`src/rtl/hazard_scoreboard.sv`:
```
// -----------------------------------------------------------------------------
// hazard_scoreboard
//
// Pipeline hazard unit placed between the ID stage and the ID/EX register.
// It keeps one countdown counter per architectural register. The counter holds
// the number of cycles a consumer must still wait before the producer's result
// can be forwarded. ID-stage readers of a pending register are stalled. A
// mul/div busy counter blocks back-to-back mul/div issue. Taken branches and
// jump-register flush the front of the pipe. A saturating counter records the
// total number of stall cycles.
//
// Parameters
//   REG_ADDR_W : register-number width, NREG = 2**REG_ADDR_W entries
//   LOAD_LAT   : stall cycles owed to a consumer of a load result
//   MD_LAT     : stall cycles owed to a consumer of a mul/div result, and
//                the time the mul/div unit stays busy
//   CNT_W      : width of the stall_cycles performance counter
//
// Ports
//   clk, rst      : clock, asynchronous active-high reset
//   id_valid      : ID stage holds a valid instruction
//   rs/rt_num_ID  : source register numbers
//   rs/rt_used_ID : the instruction actually reads rs / rt
//   reg_write_ID  : the instruction writes rd_num_ID
//   rd_num_ID     : destination register number
//   op_class_ID   : 00 ALU, 01 LOAD, 10 MULDIV, 11 treated as ALU
//   branch_taken  : branch resolved taken in ID
//   jr            : jump-register in ID
//   stat_clear    : synchronous clear of stall_cycles
//   stall         : hold PC and IF/ID, insert a bubble into ID/EX
//   flush         : squash IF/ID and ID/EX
//   issue         : the ID instruction moves into EX this cycle
//   stall_reason  : {structural mul/div, RAW data}
//   stall_cycles  : saturating count of stalled cycles
// -----------------------------------------------------------------------------
module hazard_scoreboard #(
    parameter int REG_ADDR_W = 5,
    parameter int LOAD_LAT   = 1,
    parameter int MD_LAT     = 4,
    parameter int CNT_W      = 16
) (
    input  logic                  clk,
    input  logic                  rst,
    input  logic                  id_valid,
    input  logic [REG_ADDR_W-1:0] rs_num_ID,
    input  logic [REG_ADDR_W-1:0] rt_num_ID,
    input  logic                  rs_used_ID,
    input  logic                  rt_used_ID,
    input  logic                  reg_write_ID,
    input  logic [REG_ADDR_W-1:0] rd_num_ID,
    input  logic [1:0]            op_class_ID,
    input  logic                  branch_taken,
    input  logic                  jr,
    input  logic                  stat_clear,
    output logic                  stall,
    output logic                  flush,
    output logic                  issue,
    output logic [1:0]            stall_reason,
    output logic [CNT_W-1:0]      stall_cycles
);

    localparam int NREG    = 1 << REG_ADDR_W;
    localparam int MAX_LAT = (LOAD_LAT > MD_LAT) ? LOAD_LAT : MD_LAT;
    // With both latencies at zero the counters are never loaded with anything
    // but 0; keep them one bit wide so the vectors stay legal.
    localparam int SB_W    = (MAX_LAT < 1) ? 1 : $clog2(MAX_LAT + 1);

    localparam logic [1:0]      OP_LOAD   = 2'b01;
    localparam logic [1:0]      OP_MULDIV = 2'b10;
    localparam logic [SB_W-1:0] LOAD_CNT  = SB_W'(LOAD_LAT);
    localparam logic [SB_W-1:0] MD_CNT    = SB_W'(MD_LAT);

    // -------------------------------------------------------------------------
    // State
    // -------------------------------------------------------------------------
    logic [SB_W-1:0]  cnt_q [NREG];
    logic [SB_W-1:0]  cnt_d [NREG];
    logic [SB_W-1:0]  md_busy_q;
    logic [SB_W-1:0]  md_busy_d;
    logic [CNT_W-1:0] stall_cycles_q;
    logic [CNT_W-1:0] stall_cycles_d;

    // -------------------------------------------------------------------------
    // Hazard detection (purely combinational from inputs and current state)
    // -------------------------------------------------------------------------
    logic rs_pending;
    logic rt_pending;
    logic raw_hit;
    logic md_hit;
    logic is_muldiv;
    logic flush_w;
    logic stall_w;
    logic issue_w;

    assign is_muldiv  = (op_class_ID == OP_MULDIV);
    assign rs_pending = rs_used_ID && (cnt_q[rs_num_ID] != '0);
    assign rt_pending = rt_used_ID && (cnt_q[rt_num_ID] != '0);
    assign raw_hit    = id_valid && (rs_pending || rt_pending);
    assign md_hit     = id_valid && is_muldiv && (md_busy_q != '0);

    // A redirect squashes the ID instruction, so any hazard it has is moot.
    assign flush_w = branch_taken || jr;
    assign stall_w = !flush_w && (raw_hit || md_hit);
    assign issue_w = id_valid && !stall_w && !flush_w;

    assign flush        = flush_w;
    assign stall        = stall_w;
    assign issue        = issue_w;
    assign stall_reason = flush_w ? 2'b00 : {md_hit, raw_hit};
    assign stall_cycles = stall_cycles_q;

    // -------------------------------------------------------------------------
    // Scoreboard next state
    // -------------------------------------------------------------------------
    logic            wr_track;
    logic [SB_W-1:0] wr_value;

    // r0 is hard-wired zero, so writes to it never create a hazard.
    assign wr_track = issue_w && reg_write_ID && (rd_num_ID != '0);

    always_comb begin
        // NOTE: every combinational output gets a default before any branch so
        // no path leaves it unassigned, which would infer a latch.
        wr_value = '0;
        case (op_class_ID)
            OP_LOAD:   wr_value = LOAD_CNT;
            OP_MULDIV: wr_value = MD_CNT;
            default:   wr_value = '0;
        endcase
    end

    always_comb begin
        for (int r = 0; r < NREG; r++) begin
            cnt_d[r] = (cnt_q[r] != '0) ? cnt_q[r] - 1'b1 : '0;
            // A new producer overwrites the entry, even with a smaller value,
            // since the youngest writer is the one consumers will forward from.
            if (wr_track && (rd_num_ID == REG_ADDR_W'(r))) begin
                cnt_d[r] = wr_value;
            end
        end
        cnt_d[0] = '0;
    end

    always_comb begin
        md_busy_d = (md_busy_q != '0) ? md_busy_q - 1'b1 : '0;
        if (issue_w && is_muldiv) begin
            md_busy_d = MD_CNT;
        end
    end

    always_comb begin
        stall_cycles_d = stall_cycles_q;
        if (stat_clear) begin
            stall_cycles_d = '0;
        end else if (stall_w && !(&stall_cycles_q)) begin
            stall_cycles_d = stall_cycles_q + 1'b1;
        end
    end

    // -------------------------------------------------------------------------
    // Registers
    // -------------------------------------------------------------------------
    // NOTE: sequential state is written with non-blocking assignments so every
    // register samples the pre-edge values regardless of statement order.
    always_ff @(posedge clk or posedge rst) begin
        if (rst) begin
            // NOTE: the scoreboard array is reset on purpose; a stale pending
            // count left behind after reset would stall the first consumer.
            for (int r = 0; r < NREG; r++) begin
                cnt_q[r] <= '0;
            end
            md_busy_q      <= '0;
            stall_cycles_q <= '0;
        end else begin
            for (int r = 0; r < NREG; r++) begin
                cnt_q[r] <= cnt_d[r];
            end
            md_busy_q      <= md_busy_d;
            stall_cycles_q <= stall_cycles_d;
        end
    end

endmodule

```
`config.mk`:
```
export PLATFORM = sky130hd
export DESIGN_NAME = hazard_scoreboard
export DESIGN_NICKNAME = d
export VERILOG_FILES = /design/src/rtl/hazard_scoreboard.sv
export SDC_FILE = /design/constraint.sdc
export NUM_CORES = 1
export LEC_CHECK = 0
export ABC_AREA = 1
export ABC_CLOCK_PERIOD_IN_PS = 4500
export CORE_MARGIN = 5
export CORE_UTILIZATION = 61
export CTS_CLUSTER_DIAMETER = 80
export DETAILED_ROUTE_END_ITERATION = 6
export HOLD_SLACK_MARGIN = 0.08
export PLACE_DENSITY = 0.82
export SLEW_MARGIN = 20
export SYNTH_ARGS = -nofsm -noshare
export SYNTH_HDL_FRONTEND = slang
export SYNTH_SLANG_ARGS = --single-unit
```
`constraint.sdc`:
```
create_clock -name clk -period 4.5 [get_ports clk]
set_input_delay 0.45 -clock clk [delete_from_list [all_inputs] [get_ports clk]]
set_output_delay 0.45 -clock clk [all_outputs]
set_load 0.01 [all_outputs]
```
Word level (Yosys, flattened, before mapping):

Index checks and enable logic that the tools add are counted.

* $add $sub $neg: 33
* muxes and demuxes: 74
* order comparisons: 2
* reduce and logical (&&, ||, !) cells: 86
* eq/ne operators: 33
* bitwise operators: 2

Operators with widths (number)
* 3-bit two-way mux: 68
* 3-bit nonzero test: 34
* 3-bit by 1-bit subtractor with 3-bit output, second input constant: 32
* 5-bit equality test, second input constant: 16
* 1-bit logical AND: 43
* 5-bit by 4-bit equality test with 1-bit output, second input constant: 8
* 16-bit two-way mux: 2
* 3-bit binary-select mux with 5-bit select: 2
* 5-bit by 3-bit equality test with 1-bit output, second input constant: 4
* 16-bit by 1-bit adder with 16-bit output, second input constant: 1
* 16-bit AND reduction: 1
* 6-bit greater-or-equal comparator, second input constant: 2
* 5-bit NOT with 6-bit output: 2
* 5-bit by 2-bit equality test with 1-bit output, second input constant: 2
* 3-bit one-hot mux with 2 select lines: 1
* 5-bit by 1-bit equality test with 1-bit output, second input constant: 1
* 5-bit nonzero test: 1
* 1-bit zero test: 3
* 1-bit logical OR: 3
* 2-bit by 1-bit equality test with 1-bit output, second input constant: 1
* 2-bit equality test, second input constant: 1
* 2-bit two-way mux: 1
* 2-bit nonzero test: 1

* input bits: 26
* output and inout port bits: 21
* logic and storage cells: 263
* bits in registers: 112

Longest topological paths before layout:

* depth after elaboration: 17
* mapped depth: 18
* gate-level depth less buffers: 16

Least setup slack after synthesis:

No wires, ideal clock.

* path kind: input port to output port
* start: in rt_num_ID[1]
* end: out stall
* buffers on the path: 2
* arrival time: 1.841 ns
* stages: 13
* path slack: 2.209 ns
* required time: 4.050 ns
* cells stage by stage: buf_2 -> nor2_2 -> o21ai_0 -> nand2_1 -> nor2_1 -> nand3_1 -> nand3_1 -> nand3_1 -> nand3_2 -> nand2_1 -> nand2_1 -> o21ai_2 -> buf_2

* word-level cells in the longest chain between the ends: 10

RTL lines
* start, declared: RTL line 46 `input logic [REG_ADDR_W-1:0] rt_num_ID,`
* 5-bit NOT with 6-bit output (not written as such): RTL line 97 `assign rt_pending = rt_used_ID && (cnt_q[rt_num_ID] != '0);`
* 3-bit binary-select mux with 5-bit select: RTL line 97
* 3-bit two-way mux (not written as such) (2 in series): RTL line 97
* 3-bit nonzero test: RTL line 97
* 1-bit logical AND: RTL line 97
* 1-bit logical OR: RTL line 98 `assign raw_hit = id_valid && (rs_pending || rt_pending);`
* 1-bit logical AND: RTL line 98
* 1-bit logical OR: RTL line 103 `assign stall_w = !flush_w && (raw_hit || md_hit);`
* 1-bit logical AND: RTL line 103
* end, declared: RTL line 55 `output logic stall,`

No other way between the ends. The select of a mux whose other input is x is not followed.

Worst setup path after layout:

* start: in rs_num_ID[1]
* end: out stall

* word-level cells in the longest chain between the ends: 10

RTL lines
* start, declared: RTL line 45 `input logic [REG_ADDR_W-1:0] rs_num_ID,`
* 5-bit NOT with 6-bit output (not written as such): RTL line 96 `assign rs_pending = rs_used_ID && (cnt_q[rs_num_ID] != '0);`
* 3-bit binary-select mux with 5-bit select: RTL line 96
* 3-bit two-way mux (not written as such) (2 in series): RTL line 96
* 3-bit nonzero test: RTL line 96
* 1-bit logical AND: RTL line 96
* 1-bit logical OR: RTL line 98
* 1-bit logical AND: RTL line 98
* 1-bit logical OR: RTL line 103
* 1-bit logical AND: RTL line 103

No other way between the ends. The select of a mux whose other input is x is not followed.

==> summary.txt <==
Run status
  • Status: finished clean

Clocking
  • Post-CTS resize count: 0
  • Clock slew at reported path FFs: 0.07 ns
  • H-tree depth: 3
  • Root Driver: clkbuf_16
  • Inserted Clock Buffers: 9
  • Hold-fix buffers at CTS: 0
  • CTS tree: built
  • CTS max path bufs: 2
  • Clock latency on the worst-skew pair: 0.36 ns
  • Post-CTS setup buffer count: 0
  • Clock Sinks: 112

Routing
  • Post-Route WL: 19500 um
  • Post-route ant nets: 0
  • Avg Vias per Cell: 5.32
  • Via count: 7134
  • Routed length per placed instance: 14.6 um
  • Detailed Route Iter0 Violations: 763
  • DR DRC count: 0
  • Initial DRT Pass Iterations: 7

Floorplan
  • Die H: 123 um
  • Core ar.: 0.0126 mm^2
  • Die ar.: 0.0151 mm^2
  • Starting Density: 0.618
  • Boundary Pins: 47
  • Die X: 123 um
  • Row count: 41

GRT
  • Global-route wire length before repair: 32300 um
  • GRT busiest layer: met2
  • Overflow after GRT: 0
  • GRT met3 Usage: 0.0401
  • Total global-route track usage: 0.272
  • Largest net degree at the start of global routing: 76
  • Initial antenna violation count: 0
  • Met1 Usage GRT: 0.380
  • M2 GR Usage: 0.420
  • Vias in the first global route: 6597

Logic synthesis
  • Post-synth top cells: nand2_1, inv_1, nor2_1
  • EDFF count, synth: 0
  • Mapped Cells: 1128
  • Synth area leaders: dfrtp_1, nand2_1, ha_1
  • Sequential share of the synthesized area: 0.361
  • Synth Flop Type: dfrtp_1
  • Area leader, netlist: dfrtp_1
  • Synth Register Bits: 112
  • Synth cell types: 30
  • Mean Syn Cell Area: 6.88 um^2
  • Syn_nets: 1219
  • Netlist Area Pre-Place: 0.00776 mm^2
  • Most frequent cell after synthesis: nand2_1
  • Synth warnings: 0
  • Async SR Flop Fraction: 1.00
  • Synth top area share: 0.361

Placement
  • Post-Place Cells: 1325
  • Buffers on Ports: 46
  • HPWL after DPL: 14200 um
  • DP Area: 0.00838 mm^2
  • RePlAce Congestion: 0.999

Worst setup path
  • CP max stage cell: clkdlybuf4s50_1
  • Critical path launch point type: primary input
  • Setup crit end kind: output port
  • Crit-path most repeated cell: nand2_1
  • Max incr delay on CP: 0.70 ns
  • Critical Path AT: 3.24 ns
  • Critical Setup Path Class: in -> out
  • Crit-path cells: clkdlybuf4s50_1, inv_1, nand2_1, inv_1, nand3_1, nand2_1, nand3b_1, nand3_1, nand2_1, nand2_1, nand3_1, nand2_1, nand2_1, o21ai_2, clkdlybuf4s50_1
  • Crit path required time: 4.05 ns
  • Worst Path Max Fanout: 11

Hold path
  • Hold crit path type: reg -> reg

Cells and area
  • Design area: 0.00868 mm^2
  • Layout overhead on the synthesized area: 11.8%
  • Area of the multi-input gates: 0.00411 mm^2
  • Seq. cell area: 0.00280 mm^2
  • Final Util: 0.691
  • Final Non-Filler Cells: 1341
  • Fillers: 1047
  • Share of cells above drive strength 1: 0.0470
  • Final Net Count: 1255
  • Diode count: 0

Timing
  • Setup Skew: 0.0122 ns
  • Tightest Pin Transition: 0.933 ns
  • Final Hold Viols: 0
  • Setup violations, final: 0
  • RSZ-0062 raised after global routing: false
  • Slew headroom: 0.378
  • Max frequency: 0.271 GHz
  • Final slew viol count: 0
  • Minimum clock period: 3.69 ns
  • Final period util: 0.820
  • Setup TNS: 0 ns

Pwr
  • Peak supply drop: 0.000187 V
  • Tot Pwr: 2.27 mW
  • Pwr dens: 262 mW/mm^2
  • Leak: 5.01 nW

Flow run
  • Max cap viols: 0
worst paths after layout:
path | cells after the start | endpoint | slack, ns | start
max | 15 | stall | 0.81 | rs_num_ID[1]
min | 1 | md_busy_q[0]$_DFF_PP0_ | 0.46 | md_busy_q[0]$_DFF_PP0_
max reg2reg | 12 | cnt_q[86]$_DFF_PP0_ | 1.77 | cnt_q[37]$_DFF_PP0_
min reg2reg | 1 | md_busy_q[0]$_DFF_PP0_ | 0.46 | md_busy_q[0]$_DFF_PP0_
max in group asynchronous | 3 | cnt_q[66]$_DFF_PP0_ | 2.98 | rst
min in group asynchronous | 2 | cnt_q[24]$_DFF_PP0_ | 0.65 | rst
stage by stage:
step                worst slack (ns)  hold WS (ns)
floorplan                       1.09         0.424
global placement               0.850         0.444
detailed placement             0.791         0.444
CTS                            0.842         0.461
global route                   0.572         0.474
finish                         0.811         0.464
power by group:
group	internal, mW	switching, mW
logic	0.127	0.252
registers	1.05	0.0347
clock network	0.439	0.376
total	1.61	0.663
routing by layer:
layer,wire (um),up-vias,part of all wire
li1,-,3586,-
met1,8870,3224,0.45
met2,8570,268,0.44
met3,1350,56,0.069
met4,760,0,0.039
met5,0,-,0
cell type report:
cell class	instances	share of cell area
Multi-Input combinational cell	801	0.473
Tap cell	172	0.0248
Clock inverter	3	0.00259
Sequential cell	112	0.323
Inverter	184	0.0798
Timing Repair Buffer	56	0.0646
Clock buffer	13	0.0323
critical path, delay by kind of cell:
family,cells,cell delay [ns]
compound gates,1,0.08
buf+inv,4,1.67
simple gates,10,1.03
logic make-up (layout without fill, tap and decap cells):
logic type | after synthesis | in the layout | synth area share
adders and majority gates | 65 | 65 | 0.105
DFF | 112 | 112 | 0.361
and+or+nand+nor | 643 | 643 | 0.357
xor gates and xnor gates | 13 | 13 | 0.0147
buffers and inverters | 215 | 256 | 0.110
AOI/OAI and AO/OA | 80 | 80 | 0.0525
sequential cells by signal, indices dropped and copies added, names as in the netlist:
signal        flops
md_busy_q         3
stall_cycles     16
cnt_q            93
cells in the final DEF (no fill, tap or decap), types with 2 or more instances in the layout:
| cell type | instances |
|---|---|
| a21oi_1 | 38 |
| buf_12 | 2 |
| buf_4 | 8 |
| clkbuf_16 | 9 |
| clkbuf_8 | 4 |
| clkdlybuf4s50_1 | 46 |
| clkinv_1 | 2 |
| dfrtp_1 | 112 |
| ha_1 | 65 |
| inv_1 | 177 |
| inv_2 | 4 |
| nand2_1 | 315 |
| nand3_1 | 99 |
| nand3b_1 | 2 |
| nand4_1 | 55 |
| nor2_1 | 140 |
| nor2_2 | 5 |
| nor2_4 | 2 |
| nor3_1 | 7 |
| nor4_1 | 2 |
| o21ai_0 | 31 |
| o21ai_1 | 8 |
| or2_2 | 13 |
| xor2_1 | 13 |
(Power assumes the default switching activity.)
